**src/rtl/rev_intc.sv**
```systemverilog
// rev_intc: APB interrupt controller with per-source gateway, priority arbiter and claim/complete
module rev_intc #(
  parameter int NUM_SRC    = 8,
  parameter int PRIO_W     = 3,
  parameter int PADDR_SIZE = 4
) (
  input  logic                  pclk,
  input  logic                  prstn,
  input  logic                  psel,
  input  logic                  penable,
  input  logic [PADDR_SIZE-1:0] paddr,
  input  logic                  pwrite,
  input  logic [31:0]           pwrdata,
  input  logic [3:0]            pstrb,
  output logic                  pready,
  output logic [31:0]           prddata,
  output logic                  pslverr,
  input  logic [NUM_SRC-1:0]    src_i,
  output logic                  irq_o
);
  localparam int IW = 4;
  logic              rd, wr, claim, done, irq_q, unused_ok;
  logic [NUM_SRC-1:0] en_q, pend_q, pend_d, insvc_q, insvc_d;
  logic [PRIO_W-1:0] thr_q, best_d;
  logic [PRIO_W-1:0] prio_q [NUM_SRC];
  logic [IW-1:0]     cid_d, cid_q, wid;
  assign rd        = psel & penable & ~pwrite;
  assign wr        = psel & penable & pwrite;
  assign wid       = pwrdata[IW-1:0];
  assign claim     = rd && paddr == PADDR_SIZE'(3) && cid_q != '0;
  assign done      = wr && paddr == PADDR_SIZE'(3);
  assign pready    = 1'b1;
  assign pslverr   = 1'b0;
  assign irq_o     = irq_q;
  assign unused_ok = ^{pwrdata, pstrb};
  // Config registers: ENABLE, THRESHOLD and per-source PRIORITY, all gated by byte strobe 0
  always_ff @(posedge pclk or negedge prstn) begin
    if (!prstn) begin
      en_q  <= '0;
      thr_q <= '0;
      for (int i = 0; i < NUM_SRC; i++) prio_q[i] <= '0;
    end else if (wr && pstrb[0]) begin
      if (paddr == PADDR_SIZE'(1)) en_q <= pwrdata[NUM_SRC-1:0];
      if (paddr == PADDR_SIZE'(2)) thr_q <= pwrdata[PRIO_W-1:0];
      for (int i = 0; i < NUM_SRC; i++)
        if (paddr == PADDR_SIZE'(8 + i)) prio_q[i] <= pwrdata[PRIO_W-1:0];
    end
  end
  // Gateway next state: claim clears pending and marks in-service, complete releases in-service
  always_comb begin
    pend_d  = '0;
    insvc_d = '0;
    for (int i = 0; i < NUM_SRC; i++) begin
      pend_d[i]  = (claim && cid_q == IW'(i + 1)) ? 1'b0 : pend_q[i] | (src_i[i] & ~insvc_q[i]);
      insvc_d[i] = (claim && cid_q == IW'(i + 1)) ? 1'b1 :
                   (done && wid == IW'(i + 1))    ? 1'b0 : insvc_q[i];
    end
  end
  // Gateway state registers
  always_ff @(posedge pclk or negedge prstn) begin
    if (!prstn) begin
      pend_q  <= '0;
      insvc_q <= '0;
    end else begin
      pend_q  <= pend_d;
      insvc_q <= insvc_d;
    end
  end
  // Arbiter: highest priority wins, strict compare keeps the lowest ID on ties
  always_comb begin
    best_d = '0;
    cid_d  = '0;
    for (int i = 0; i < NUM_SRC; i++)
      if (pend_q[i] && en_q[i] && prio_q[i] > best_d) begin
        best_d = prio_q[i];
        cid_d  = IW'(i + 1);
      end
  end
  // Arbiter output registers: claim ID and interrupt request to the core
  always_ff @(posedge pclk or negedge prstn) begin
    if (!prstn) begin
      cid_q <= '0;
      irq_q <= 1'b0;
    end else begin
      cid_q <= cid_d;
      irq_q <= (cid_d != '0) && (best_d > thr_q);
    end
  end
  // Read mux, zero outside a read access
  always_comb begin
    prddata = '0;
    if (rd) begin
      if (paddr == PADDR_SIZE'(0)) prddata[NUM_SRC-1:0] = pend_q;
      if (paddr == PADDR_SIZE'(1)) prddata[NUM_SRC-1:0] = en_q;
      if (paddr == PADDR_SIZE'(2)) prddata[PRIO_W-1:0]  = thr_q;
      if (paddr == PADDR_SIZE'(3)) prddata[IW-1:0]      = cid_q;
      for (int i = 0; i < NUM_SRC; i++)
        if (paddr == PADDR_SIZE'(8 + i)) prddata[PRIO_W-1:0] = prio_q[i];
    end
  end
endmodule
```
**config.mk**
```make
export PLATFORM = sky130hd
export DESIGN_NAME = rev_intc
export DESIGN_NICKNAME = d
export VERILOG_FILES = /design/src/rtl/rev_intc.sv
export SDC_FILE = /design/constraint.sdc
export NUM_CORES = 1
export LEC_CHECK = 0
export ABC_AREA = 1
export BUFFER_PORTS_ARGS = -buffer_cell sky130_fd_sc_hd__clkbuf_2
export CAP_MARGIN = 0
export CORE_MARGIN = 4
export CORE_UTILIZATION = 42
export CTS_CLUSTER_DIAMETER = 200
export DETAILED_ROUTE_END_ITERATION = 10
export MAX_ROUTING_LAYER = met4
export RECOVER_POWER = 100
export SYNTH_ARGS = -nofsm -noshare
export SYNTH_HDL_FRONTEND = slang
export SYNTH_SLANG_ARGS = --single-unit
```
**constraint.sdc**
```tcl
create_clock -name pclk -period 11.1 [get_ports pclk]
set_clock_uncertainty 0.15 [all_clocks]
set_input_delay 2.775 -clock pclk [delete_from_list [all_inputs] [get_ports pclk]]
set_output_delay 2.775 -clock pclk [all_outputs]
set_load 0.005 [all_outputs]
```
==> results.txt, run 1 <==
The run finished, with violations left. The final reports fail on capacitance limit, slew limit. The tools report the count of pins over their slew limit as 57.

Yosys printed 0 warnings. The die area was 10800 sq um; the growth of design area from synthesis to finish was 6.70%. For the initial core utilization, the log shows 43.7%. The net count of the finished layout was 625; the post-synthesis compound-gate area fraction was 15.9%. The logs give 18.4% for the aggregate global-route resource usage and 2 for the level count of the clock H-tree. The path depth of the worst reg2reg path is 52, and the synthesized flop and latch total is 56.

For the worst-skew pair later-pin latency, the log shows 0.32 ns. The synthesized design contains 0 enable-type register cells. The kind of end point of the critical path was a flip-flop. In this run the worst hold path is classified as reg -> reg. The run gives 34 as the count of standard-cell rows. For met3 alone, demand over resource in global routing was 2.05%.

The final worst slack came out at 1.70 ns. Measured against its own limit, the worst slew margin works out to -99.9%. Global routing used 30.2% of the available met2 tracks. At the worst endpoint, the required time is 11.20 ns. Prior to clock tree synthesis, the placed netlist has a worst setup slack of 2.32 ns. The worst setup path is launched from a flip-flop. The largest total area in the synthesized netlist belongs to sky130_fd_sc_hd__dfrtp_1.

The run gives 57 as the maximum number of pins on one net before global-route repair. The delay of the slowest cell on the worst path was 0.43 ns; the peak fanout along the critical path was 10. The dominant combinational cell family by area after synthesis was simple AND/OR/NAND/NOR gates. The number of maximum-capacitance violations is 1. Sorting the synthesized cells by how often they occur yields sky130_fd_sc_hd__nand2_1 (113), sky130_fd_sc_hd__inv_1 (70), sky130_fd_sc_hd__dfrtp_1 (56), sky130_fd_sc_hd__o21ai_0 (47), sky130_fd_sc_hd__nor2_1 (39). Setup violations remaining at the end of the flow were counted as 0.

In this run the critical register-to-register path is launched from prio_q[22]. In the synthesized netlist, mux cells make up 1.17% of the area. The worst path in the final design needs a cycle of 9.40 ns, including I/O delays and setup. The run gives 36.3% as the share of synthesized area occupied by flip-flops and latches. The analysis attributes to net switching a power of 153 uW. In the finished design, the share of the clock period the worst path needs comes to 84.7%. The logs give 51.5% for the part of the total power dissipated in sequential elements and 88 for the number of top-level pins. The detailed router finished its first iteration with 189 violations. Net switching is 33.7% of the power. The type of the setup path with the least slack was reg -> reg. Across the VDD grid, the largest voltage drop is 51.7 uV. The tools report the HPWL after detailed placement as 7500 um. Overall power consumption after layout is estimated at 455 uW. Root buffer selected by CTS: sky130_fd_sc_hd__clkbuf_8. For this design, the slowest cell found on the critical path is sky130_fd_sc_hd__dfrtp_1. The wire length of the first global-routing pass came out at 15900 um. Tracing the worst setup path back leads to its startpoint at prio_q[22]. Setup repair after global routing left no endpoint under its margin. The horizontal die dimension works out to 104 um. Clock-pin slew was measured on the worst setup and hold paths at 0.11 ns.

Of the post-synthesis cell area, the dominant cell type holds 36.3%. The worst hold path begins at insvc_q[7]. Buffers added to address setup during post-CTS repair amount to 0. Static timing analysis puts the maximum clock frequency at 0.106 GHz. The core area is 8850 sq um, and the placed instance count is 656.

Leaving out filler cells and counting taps, the final layout contains 664. The logs give 1.70 ns for the reg2reg setup slack and 0 for the number of antenna cells inserted. The tree built by TritonCTS fans out to 56 sinks.

The tools report the cell area after layout as 4120 sq um. The tools report the number of global-route vias before repair as 3287. The layer flagged by global routing as most heavily used is met2. The pre-antenna-repair detailed-routing pass consisted of 4 iterations. Dividing total power by cell area gives a power density of 110 nW/um^2.

The number of endpoints with negative hold slack in the final report came out at 0. The cell depth of the worst hold path is 2, and the leakage component of the power is 2.02 nW. The total vias in the final route came out at 3389.

For this run, design rule violations remaining after detail routing come to 0. In the synthesized netlist the async set-or-reset flop fraction comes to 100%. The run gives 0 ns as the summed negative setup slack over all endpoints. sky130_fd_sc_hd__nand2_1 is the most common cell in the netlist.

The fraction of the core area covered by cells at the end of the flow was 46.6%. TritonCTS built the clock tree. The total cell area at the placement stage is 4060 sq um. Routability congestion estimate: 0.901. The adder-cell area share of the yosys netlist works out to 5.51%. The die extent in y works out to 104 um. The endpoint of the worst hold-timing path is insvc_q[7].

Average cell area after synthesis: 7.44 sq um. The logs give 24.9% for the fraction of met1 tracks used by global routing and 0.345 ns for the final worst hold slack. After Yosys synthesis, and, or, nand and nor cells account for 28.1% of the synthesized area. Per report_power, the clock group accounts for 26.2% of the total. The maximum buffer depth of the clock tree was 2; the number of resized instances in the post-cts repair step was 0. The synthesized netlist occupies a cell area of 3860 sq um. For the count of antenna-violating nets left after detailed routing, the log shows 0. Clock tree synthesis inserted a total of 5 buffers. After clock tree synthesis, the flow added hold-fix buffers numbering 0. Most instantiated flip-flop cell in the synthesis netlist: sky130_fd_sc_hd__dfrtp_1. Endpoint of the worst register-to-register path: irq_o. For the pin with the worst max-slew slack, the measured transition is 3.00 ns. For the number of antenna violations at the first check in global routing, the log shows 0. The wire length after detailed routing was 9690 um; the number of distinct library cell variants in the gate-level netlist after synthesis was 42. The arrival time of the worst setup path is 9.50 ns, and the total of buffers placed on input and output ports is 34. The via-per-instance ratio came out at 5.10.

The routed length per placed instance was 14.6 um. The global-route congestion overflow total was 0. By area the synthesized netlist is led by sky130_fd_sc_hd__dfrtp_1 (36%), sky130_fd_sc_hd__nand2_1 (11%), sky130_fd_sc_hd__inv_1 (6.8%). In the final layout, the share of cells above drive strength 1 is 14.7%. The internal power contribution was 302 uW. Per report_power, the combinational group accounts for 22.3% of the total.

The area share of xor/xnor cells in the synthesized design came out at 0%. The run gives 519 as the post-synthesis instance total.
[metal layers]
metal	part of all wire, %	up-vias
met4	1.1	0
li1	-	1721
met1	48	1581
met3	4.0	8
met5	0	-
met2	47	79
[power by group through the flow]
stage	logic, mW	registers [mW]	clock network, mW
final	0.101	0.235	0.119
after global routing	0.116	0.237	0.129
after CTS	0.103	0.234	0.122
after detailed placement	0.103	0.238	0
after global placement	0.100	0.238	0
after floorplan	0.0819	0.234	0
[cells in the final DEF, fill, tap and decap left out, types with 2 or more instances in the layout]
cell	instances
sky130_fd_sc_hd__nand2_1	113
sky130_fd_sc_hd__inv_1	70
sky130_fd_sc_hd__dfrtp_1	56
sky130_fd_sc_hd__o21ai_0	49
sky130_fd_sc_hd__nor2_1	40
sky130_fd_sc_hd__a21oi_1	29
sky130_fd_sc_hd__clkbuf_2	29
sky130_fd_sc_hd__conb_1	26
sky130_fd_sc_hd__nand3_1	25
sky130_fd_sc_hd__ha_1	17
sky130_fd_sc_hd__nand2_2	13
sky130_fd_sc_hd__nand3_2	9
sky130_fd_sc_hd__nand4_1	8
sky130_fd_sc_hd__nor3_1	7
sky130_fd_sc_hd__clkbuf_1	7
sky130_fd_sc_hd__nand2_4	6
sky130_fd_sc_hd__inv_2	5
sky130_fd_sc_hd__clkbuf_8	5
sky130_fd_sc_hd__or2_2	4
sky130_fd_sc_hd__a221oi_1	4
sky130_fd_sc_hd__mux2_2	4
sky130_fd_sc_hd__a31oi_1	3
sky130_fd_sc_hd__a32o_1	3
sky130_fd_sc_hd__nor2_2	2
sky130_fd_sc_hd__o31ai_1	2
sky130_fd_sc_hd__o221ai_1	2
sky130_fd_sc_hd__o22ai_1	2
sky130_fd_sc_hd__inv_6	2
[kinds of logic after synthesis]
kind of cell | after synthesis
DFF | 56
buffers and inverters | 106
other | 2
AOI/OAI and AO/OA | 105
adders and majority gates | 17
and+or+nand+nor | 229
muxes | 4
[critical path: cells and delay by family, from the launching register on]
kind            cells  cell delay, ns
flops               1            0.43
buf+inv             5            0.47
simple gates       28            3.37
fa+ha+maj           8            2.34
compound gates     11            2.56
[state kept, by name, summed over array words and instances (netlist names)]
| register | cells |
|---|---|
| prio_q | 24 |
| en_q | 8 |
| insvc_q | 8 |
| pend_q | 8 |
| cid_q | 4 |
| thr_q | 3 |
| irq_o | 1 |
[area by class of cell]
cell class	instances	area [sq um]
Fill cell	919	4730
Multi-Input combinational cell	381	2040
Sequential cell	56	1400
Inverter	76	285
Timing Repair Buffer	35	168
Tap cell	108	135
Clock buffer	6	72.6
Clock inverter	2	17.5
[how the worst max path moves through the flow]
stage	end	depth (start not counted)
CTS	irq_o	52
detailed placement	irq_o	52
floorplan	irq_o	56
global route	irq_o	52
finish	irq_o	52
global placement	irq_o	52
No activity file was read; power rests on OpenSTA's default activity.
==> inputs of run 2 (changes only) <==
- clock period: 11.1 -> 9.2 ns (I/O delays scaled with it)
==> run 2 against run 1 <==
The flow still finishes with violations (capacitance limit, slew limit). Global-route usage decreased by 0.17 points. Sequential share of layout area decreased by 0.66 points. Cell count increased by 0.15%. Die area unchanged. Sequential cell count unchanged. Sequential power increased by 20%. Worst hold slack improved by 0.0018 ns. Utilization increased by 0.92 points. Via count increased by 0.41%. Wire length decreased by 0.66%. Critical path type unchanged. Largest power group unchanged.
==> results.txt, run 2 (synthesized netlist as in run 1, its figures left out) <==
The tools report the maximum number of pins on one net before global-route repair as 57. Setup repair after global routing left no endpoint under its margin. Combinational logic is responsible for 20.8% of the overall power. In the post-route analysis, the smallest setup slack over all paths is 0.716 ns. Number of fill cells: 891. In this run the clock root is driven by a sky130_fd_sc_hd__clkbuf_8. The tools report the count of pins over their slew limit as 57. Worst slack after detailed placement: 0.353 ns.

Delay of the slowest cell on the worst path: 0.44 ns. The library cell contributing the largest single delay on the critical path is sky130_fd_sc_hd__dfrtp_1. The required time of the critical path is 9.29 ns. In this run the static leakage power is 2.05 nW. The number of global-route vias before repair came out at 3250. Derived from the worst setup path, the maximum achievable clock frequency is 0.118 GHz. The run gives 7510 um as the HPWL after detailed placement. The via-per-instance ratio came out at 5.12.

Internal power comes to 416 uW. The repair_antennas step left the layout with diodes totalling 0. For the pin with the worst max-slew slack, the measured transition is 3.03 ns. On the final layout, the worst hold slack is 0.346 ns. Number of endpoints with negative hold slack in the final report: 0.

The library cells used most frequently in the layout, excluding fill and tap cells, are sky130_fd_sc_hd__nand2_1 (113), sky130_fd_sc_hd__inv_1 (69), sky130_fd_sc_hd__dfrtp_1 (56). Total of buffers placed on input and output ports: 34. Clock tree synthesis inserted a total of 5 buffers. Cells fill 47.5% of the core in the end. Element type at the critical path start: a flip-flop. In the final routed layout, each cell accounts on average for 14.5 um.

Global-route congestion overflow total: 0. For the number of clock sinks seen by CTS, the log shows 56. The clock period minus final worst setup slack came out at 8.48 ns. The region available for standard cell placement spans 8850 sq um.

After clock tree synthesis, the flow added hold-fix buffers numbering 0. The worst setup path is captured at a flip-flop. The count of nets left with antenna violations once routing finished came out at 0.

The clock reaches the later pin of the worst-skew pair after 0.31 ns. The path class of the tightest hold or removal check is reg -> reg. Horizontal die dimension: 104 um. During I/O placement, the number of pins put on the boundary was 88.

Die area: 10800 sq um. In the final timing run, aggregate negative setup slack is 0 ns. The detailed router placed 3403 vias in this run.

For the maximum ir drop on the vdd rail, the log shows 57.2 uV. The share of total power dissipated in sequential elements is 47.3%. TritonCTS built the clock tree. The first routing iteration left 180 violations.

For this design the ratio of total power to cell area is 143 nW/um^2. The placed instances occupy a cell area of 4060 sq um. The first global-routing pass estimated 15700 um of wire. The share of the clock period used by the worst path is 92.2%, and the net count of the finished layout is 627. The first detailed-routing pass took 4 iterations. Data on the critical path arrives at its endpoint at 8.57 ns. The flow ran to the end, but the final reports show violations. The logs give -102% for the normalized max-slew margin and 599 uW for the overall power after layout. The tools report the number of maximum-capacitance violations as 1. In this run the core area contains 34 standard-cell rows. Number of antenna violations at the first check in global routing: 0. Of the total power, the clock network draws 31.9%. The checks that failed: capacitance limit, slew limit.

The placed instance count is 656. The cell area after layout is 4200 sq um, and the number of flip-flops in the largest register is 24. The routability congestion estimate is 0.900, and the fraction of final layout cells with drive strength greater than 1 is 16.3%.

For this block, the routed nets add up to 9630 um of wire. The die extent in y came out at 104 um. Across every metal layer, demand over resource in global routing totals 18.3%. More flip-flops sit in one register than any other, and that register is prio_q.

From synthesis to final layout, the design area changed by 8.81%. The library cell used most frequently in the layout, excluding fill and tap cells, is sky130_fd_sc_hd__nand2_1. The share of total power consumed by net switching works out to 30.5%. The peak fanout along the critical path was 7. The logs give 2 for the level count of the clock H-tree and 665 for the final cell count without fillers. The initial utilization of the core area, before any placement, comes to 43.7%. Setup violations remaining at the end of the flow were counted as 0. The post-CTS clock slew at the launch and capture registers of the worst setup and hold paths works out to 0.10 ns. The net switching power was 183 uW. For this run, design rule violations remaining after detail routing come to 0.

By startpoint and endpoint, the worst setup path is classified as reg -> reg. For the maximum buffer depth of the clock tree, the log shows 2. In this design, the critical path's most frequently occurring cell is sky130_fd_sc_hd__nand2_1.
-- run 2: cell count changes in the layout (fill, tap and decap cells not counted), moves of 2 or more --
cell,delta
sky130_fd_sc_hd__clkbuf_1,-2
sky130_fd_sc_hd__o21ai_1,+3
sky130_fd_sc_hd__o21ai_2,+2
sky130_fd_sc_hd__inv_6,-2
sky130_fd_sc_hd__bufinv_16,+2
sky130_fd_sc_hd__o21ai_0,-5
-- run 2: layer usage --
layer / share of wire (%) / GRT usage, %
met1: 47 / 24.0
met2: 47 / 29.8
met3: 5.1 / 2.55
met4: 1.4 / 4.75
met5: 0 / -
-- run 2: path summary, 6_finish.rpt --
kind / from / end / slack (ns) / depth (start not counted)
max in group asynchronous: prstn / thr_q[1] / 4.28 / 2
min in group asynchronous: prstn / prio_q[22] / 2.92 / 2
worst max register to register: prio_q[22] / irq_o / 0.72 / 57
worst min-delay path: insvc_q[7] / insvc_q[7] / 0.35 / 2
worst min register to register: insvc_q[7] / insvc_q[7] / 0.35 / 2
worst max-delay path: prio_q[22] / irq_o / 0.72 / 57
-- run 2: final cells by class --
| cell class | instances | area (sq um) | area share, % |
|---|---|---|---|
| clock buffer | 5 | 68.8 | 1.64 |
| sequential | 56 | 1400 | 33.3 |
| timing repair buffer | 37 | 184 | 4.37 |
| tap | 108 | 135 | 3.21 |
| inverter | 76 | 285 | 6.79 |
| clock inverter | 2 | 60.1 | 1.43 |
| multi-input combinational | 381 | 2070 | 49.2 |
-- run 2: power by group through the flow --
stage / Combinational [mW] / Clock (mW) / Sequential, mW
after floorplan: 0.0988 / 0 / 0.282
after global placement: 0.121 / 0 / 0.287
after detailed placement: 0.124 / 0 / 0.287
after CTS: 0.125 / 0.193 / 0.283
after global routing: 0.143 / 0.203 / 0.286
final: 0.125 / 0.191 / 0.283
-- run 2: timing repair --
item                                   in CTS  in global routing
resized for setup                           0                  7
endpoints found under the hold margin       0                  0
buffers inserted                            0                  2
setup endpoints to repair                   0                  1
-- run 2: worst max-delay path: cells and delay by family, from the launching register on --
family	cells	cell delay (ns)
AND/OR/NAND/NOR	31	3.20
adder cells (fa/ha/maj)	8	2.29
AO/OA/AOI/OAI	12	1.84
buffers and inverters	6	0.46
flip-flops	1	0.44
